[src/rtl/alu_req_arbiter.sv]
// Two-requester round-robin front end for a single shared ALU: whole operations,
// one in flight, results returned on a single tagged response channel.
module alu_req_arbiter #(
  parameter int N       = 32,
  parameter int TIMEOUT = 64
) (
  input  logic           clk,
  input  logic           rst_n,
  input  logic [1:0]     req_valid,
  output logic [1:0]     req_ready,
  input  logic [2*N-1:0] req_a,
  input  logic [2*N-1:0] req_b,
  input  logic [7:0]     req_opcode,
  output logic           rsp_valid,
  input  logic           rsp_ready,
  output logic           rsp_id,
  output logic [N-1:0]   rsp_result,
  output logic [N-1:0]   rsp_remainder,
  output logic [2:0]     rsp_flags,
  output logic           rsp_err,
  output logic [N-1:0]   alu_a,
  output logic [N-1:0]   alu_b,
  output logic [3:0]     alu_opcode,
  input  logic [N-1:0]   alu_result,
  input  logic [N-1:0]   alu_remainder,
  input  logic           alu_carry_out,
  input  logic           alu_zero,
  input  logic           alu_overflow,
  input  logic           alu_done
);

  localparam int CW = (TIMEOUT > 2) ? $clog2(TIMEOUT) : 1;
  localparam logic [CW-1:0] CNT_LAST = CW'(TIMEOUT - 1);

  typedef enum logic [1:0] {
    IDLE    = 2'd0,
    EXEC    = 2'd1,
    WAIT_MC = 2'd2,
    RESP    = 2'd3
  } state_t;

  state_t        state_r;
  state_t        state_s;
  logic          rr_ptr_r;
  logic [CW-1:0] cnt_r;

  logic          grant_s;
  logic          accept_s;
  logic [N-1:0]  sel_a_s;
  logic [N-1:0]  sel_b_s;
  logic [3:0]    sel_op_s;
  logic          op_multi_s;
  logic          op_illegal_s;
  logic          done_ok_s;
  logic          timeout_s;

  // Round-robin pick: the pointer's requester if valid, otherwise the other one.
  always_comb begin
    if (req_valid[rr_ptr_r]) begin
      grant_s = rr_ptr_r;
    end else begin
      grant_s = ~rr_ptr_r;
    end
  end

  // Gating with rst_n keeps req_ready low while reset is held.
  assign accept_s     = rst_n && (state_r == IDLE) && (|req_valid);
  assign req_ready    = accept_s ? (grant_s ? 2'b10 : 2'b01) : 2'b00;
  assign sel_a_s      = grant_s ? req_a[2*N-1:N] : req_a[N-1:0];
  assign sel_b_s      = grant_s ? req_b[2*N-1:N] : req_b[N-1:0];
  assign sel_op_s     = grant_s ? req_opcode[7:4] : req_opcode[3:0];
  assign op_multi_s   = (sel_op_s == 4'b1000) || (sel_op_s == 4'b1001);
  assign op_illegal_s = (sel_op_s >= 4'b1010);
  // A done seen on the first wait cycle may belong to the previous operation.
  assign done_ok_s    = (cnt_r != '0) && alu_done;
  assign timeout_s    = (cnt_r == CNT_LAST);

  // State register.
  always_ff @(posedge clk or negedge rst_n) begin
    if (!rst_n) begin
      state_r <= IDLE;
    end else begin
      state_r <= state_s;
    end
  end

  // Next-state logic.
  always_comb begin
    state_s = state_r;
    case (state_r)
      IDLE: begin
        if (accept_s) begin
          if (op_illegal_s) begin
            state_s = RESP;
          end else if (op_multi_s) begin
            state_s = WAIT_MC;
          end else begin
            state_s = EXEC;
          end
        end else begin
          state_s = IDLE;
        end
      end
      EXEC: begin
        state_s = RESP;
      end
      WAIT_MC: begin
        if (done_ok_s || timeout_s) begin
          state_s = RESP;
        end else begin
          state_s = WAIT_MC;
        end
      end
      RESP: begin
        if (rsp_ready) begin
          state_s = IDLE;
        end else begin
          state_s = RESP;
        end
      end
      default: begin
        state_s = IDLE;
      end
    endcase
  end

  // ALU operand/opcode registers: loaded only on a legal accept, held otherwise.
  always_ff @(posedge clk or negedge rst_n) begin
    if (!rst_n) begin
      alu_a      <= '0;
      alu_b      <= '0;
      alu_opcode <= 4'b0000;
    end else if (accept_s && !op_illegal_s) begin
      alu_a      <= sel_a_s;
      alu_b      <= sel_b_s;
      alu_opcode <= sel_op_s;
    end
  end

  // Multi-cycle wait counter.
  always_ff @(posedge clk or negedge rst_n) begin
    if (!rst_n) begin
      cnt_r <= '0;
    end else if (accept_s) begin
      cnt_r <= '0;
    end else if ((state_r == WAIT_MC) && !done_ok_s && !timeout_s) begin
      cnt_r <= cnt_r + CW'(1);
    end
  end

  // Fairness pointer: after a response, favour the requester that was not served.
  always_ff @(posedge clk or negedge rst_n) begin
    if (!rst_n) begin
      rr_ptr_r <= 1'b0;
    end else if ((state_r == RESP) && rsp_ready) begin
      rr_ptr_r <= ~rsp_id;
    end
  end

  // Response channel: filled on completion, held stable until the handshake.
  always_ff @(posedge clk or negedge rst_n) begin
    if (!rst_n) begin
      rsp_valid     <= 1'b0;
      rsp_id        <= 1'b0;
      rsp_result    <= '0;
      rsp_remainder <= '0;
      rsp_flags     <= 3'b000;
      rsp_err       <= 1'b0;
    end else begin
      case (state_r)
        IDLE: begin
          if (accept_s) begin
            rsp_id <= grant_s;
            if (op_illegal_s) begin
              rsp_valid     <= 1'b1;
              rsp_err       <= 1'b1;
              rsp_result    <= '0;
              rsp_remainder <= '0;
              rsp_flags     <= 3'b000;
            end
          end
        end
        EXEC: begin
          rsp_valid     <= 1'b1;
          rsp_err       <= 1'b0;
          rsp_result    <= alu_result;
          rsp_remainder <= alu_remainder;
          rsp_flags     <= {alu_carry_out, alu_zero, alu_overflow};
        end
        WAIT_MC: begin
          if (done_ok_s) begin
            rsp_valid     <= 1'b1;
            rsp_err       <= 1'b0;
            rsp_result    <= alu_result;
            rsp_remainder <= alu_remainder;
            rsp_flags     <= {alu_carry_out, alu_zero, alu_overflow};
          end else if (timeout_s) begin
            rsp_valid     <= 1'b1;
            rsp_err       <= 1'b1;
            rsp_result    <= '0;
            rsp_remainder <= '0;
            rsp_flags     <= 3'b000;
          end
        end
        RESP: begin
          if (rsp_ready) begin
            rsp_valid <= 1'b0;
          end
        end
        default: begin
          rsp_valid <= 1'b0;
        end
      endcase
    end
  end

endmodule
[config.mk]
export PLATFORM = sky130hd
export DESIGN_NAME = alu_req_arbiter
export DESIGN_NICKNAME = d
export VERILOG_FILES = /design/src/rtl/alu_req_arbiter.sv
export SDC_FILE = /design/constraint.sdc
export NUM_CORES = 1
export LEC_CHECK = 0
export CORE_MARGIN = 4
export CORE_UTILIZATION = 39
export DETAILED_ROUTE_END_ITERATION = 16
export PLACE_DENSITY = 0.84
export SYNTH_ARGS = -nofsm -noshare
export SYNTH_HDL_FRONTEND = slang
export SYNTH_SLANG_ARGS = --single-unit
[constraint.sdc]
create_clock -name clk -period 3.1 [get_ports clk]
set_input_delay 0.62 -clock clk [delete_from_list [all_inputs] [get_ports clk]]
set_output_delay 0.62 -clock clk [all_outputs]
set_load 0.05 [all_outputs]
==> results.ini <==
[setup_path]
cp.depth=5
cp-endpoint=req_ready[1]
critPathLaunch=state_r[0]$_DFF_PN0_
crit_arrival_ns=2.01
crit_buf_inv=2
required_ns=2.48
path_cells=inv_1 -> ha_1 -> o211ai_1 -> nor2_1 -> buf_12
r2r-start=state_r[0]$_DFF_PN0_
ff2ff_setup_slack_ns=0.53
start_kind=register
crit_type=reg2out
cp_max_fo=6
critPathCaptureType=output pin
ff2ff_path_depth=7
path_delay_family=flip-flops
cp_slowest_cell=dfrtp_1
crit_path_max_incr_delay_ns=0.42
r2r_end=rsp_result[18]$_DFFE_PN0P_

[logic_synthesis]
syn_nets=752
yosysUniqueCellTypes=37
synth_warnings=0
syn_inst=535
synth_top_family_by_area=compound AO/OA/AOI/OAI gates
synth_simple_gate_area_share_pct=6.56
synthMuxAreaShare_pct=11.2
synthAdderAreaFrac_pct=1.59
synth_xor_area_share_pct=0.558
synth_seq_cells=147
yosysSeqAreaShare_pct=58.6
syn_area_mm2=0.00628
syn_avg_cell_area_um2=11.7
synth_compound_area_share_pct=17.9

[power_and_ir_drop]
power.density_mw_per_mm2=1270
ir_drop_mv=1.00
p_switching_mw=6.43
intPower_mw=7.07
p_total_mw=13.5
p_comb_share_pct=58.0
p_sw_share_pct=47.7
p_clk_share_pct=16.9
seq_power_share_pct=25.1
leakagePower_nw=4.60

[sta]
final.setup_skew_ns=0.0104
finalCritPeriodShare_pct=84.7
hold_violations=0
whs_ns=0.282
setup_ws_ns=0.475
finalMaxSlewViolations=0
rsz0062_at_grt=false
fmax_mhz=381
slew_headroom_pct=43.2
tns_ns=0
min_period_ns=2.63
worst_pin_slew_ns=0.852
setup_viol=0

[clocking]
postCtsSetupRepairBufs=0
cts.sinks=147
cts_tree=done
htreeDepth=4
post_cts_resized=0
insertion_delay_ns=0.41
clkTransAtPathRegs_ns=0.06
hold_buffers=0
cts-root-buf=clkbuf_16
cts_buffers=17
clock_path_buffers=2

[grt]
track_usage_pct=21.5
first_global_vias=5607
grt-ovfl-total=0
grt_start_max_net_pins=135
grt_pass1_wl_mm=30.0
antenna_found_initial=0

[routing]
detail-route-antenna-nets=0
drt_iter0_markers=235
dr.pass1.iters=4
drc_errors=0
drt-total-wl_mm=20.1
wl_per_cell_um=18.3
via_per_inst=4.98
vias=5485

[finish]
final_core_util_pct=67.3
layout_commonest_cell=clkdlybuf4s50_1
design_area_mm2=0.0106
nets=1090
layout-drive-gt1-share_pct=5.42
final_cell_mix=clkdlybuf4s50_1 (345), dfrtp_1 (147), nor2_1 (81), a21oi_1 (71), mux2i_1 (70)
final_cells=1102
area_growth_pct=69.6
diodes=0

[placement]
port_buffers=348
place.gp.congestion=0.776
dp_hpwl_mm=15.0
dp_slack_ns=0.247
dp.cells=1070
placed_area_mm2=0.00999

[floorplan]
core_area_mm2=0.0158
rows=46
die-area_mm2=0.0182
ios=349
start_util_pct=39.7
die_w_um=135
dieHeight_um=135

[status]
status=completed

[flow_run]
max_cap_violations=0

[worst_hold_path]
hold_path.class=in2async

[synthesized netlist by cell type, drive strengths merged]
| cell type | instances | area share [%] |
|---|---|---|
| dfrtp | 147 | 59 |
| nor2 | 82 | 5.0 |
| a21oi | 71 | 5.7 |
| mux2i | 70 | 11 |
| a22o | 67 | 9.4 |
| buf | 25 | 2.3 |
| clkbuf | 12 | 0.72 |
| inv | 10 | 0.60 |
| ha | 8 | 1.6 |
| nand2 | 5 | 0.30 |
| nor3 | 4 | 0.32 |
| o21ai | 4 | 0.32 |
| xnor2 | 4 | 0.56 |
| nand2b | 3 | 0.30 |
| a211oi | 2 | 0.24 |
| a21o | 2 | 0.24 |
| a22oi | 2 | 0.24 |
| a31oi | 2 | 0.20 |
| nor2b | 2 | 0.20 |
| a2111oi | 1 | 0.44 |
| a211o | 1 | 0.14 |
| a2bb2oi | 1 | 0.14 |
| a32oi | 1 | 0.26 |
| and2 | 1 | 0.10 |
| and4 | 1 | 0.14 |
| nand3 | 1 | 0.080 |
| nor4 | 1 | 0.10 |
| o2111a | 1 | 0.18 |
| o211a | 1 | 0.16 |
| o211ai | 1 | 0.12 |
| o22ai | 1 | 0.10 |
| o2bb2ai | 1 | 0.14 |
[power groups by stage]
stage | clock network (mW) | logic, mW | registers (mW)
global placement | 0 | 7.75 | 3.38
global route | 2.39 | 8.20 | 3.51
detailed placement | 0 | 7.88 | 3.39
CTS | 2.32 | 7.90 | 3.40
floorplan | 0 | 1.97 | 6.50
finish | 2.27 | 7.83 | 3.39
[worst register-to-register path: stages, from the launching register on]
cell and delay, ns:
dfrtp_1 0.42, inv_1 0.12, ha_1 0.34, o211a_1 0.39, o21ai_1 0.24, a2111oi_4 0.45
buf_12 0.31, a22o_1 0.25
[worst min path at each step]
| stage | from | endpoint | slack (ns) | cells past startpoint |
|---|---|---|---|---|
| CTS | rst_n | rr_ptr_r$_DFFE_PN0P_ | 0.28 | 2 |
| global route | rst_n | rr_ptr_r$_DFFE_PN0P_ | 0.33 | 2 |
| detailed placement | rsp_remainder[6]$_DFFE_PN0P_ | rsp_remainder[6]$_DFFE_PN0P_ | 0.48 | 1 |
| finish | rst_n | rr_ptr_r$_DFFE_PN0P_ | 0.28 | 2 |
| global placement | rsp_id$_DFFE_PN0P_ | rr_ptr_r$_DFFE_PN0P_ | 0.48 | 1 |
| floorplan | rst_n | alu_a[0]$_DFFE_PN0P_ | 0.32 | 0 |
[cells by family after synthesis]
kind of cell | Yosys count
AO/OA/AOI/OAI | 159
XOR/XNOR | 4
adder cells (fa/ha/maj) | 8
buffers and inverters | 47
flip-flops | 147
multiplexers | 70
AND/OR/NAND/NOR | 100
[layer usage]
metal,vias to the layer above,GRT usage (%),share of wire [%]
met4,0,7.01,1.8
met3,24,7.41,9.2
met2,240,38.5,52
met1,2612,24.0,37
li1,2609,-,-
met5,-,0,0
[flip-flops by register name, indices dropped and copies added, names as in the netlist]
name / cells
cnt_r: 6
rsp_result: 32
rsp_remainder: 32
alu_a: 32
rsp_id: 1
state_r: 2
rsp_err: 1
alu_opcode: 4
alu_b: 32
rr_ptr_r: 1
rsp_valid: 1
rsp_flags: 3
[layout make-up]
class,instances,area [um2]
inverter,10,37.5
clock buffer,20,457
multi-input combinational,341,2390
fill,1175,5180
tap,216,270
sequential,147,3680
clock inverter,12,203
timing repair buffer,356,3610
Power figures use the tool's default switching activity.
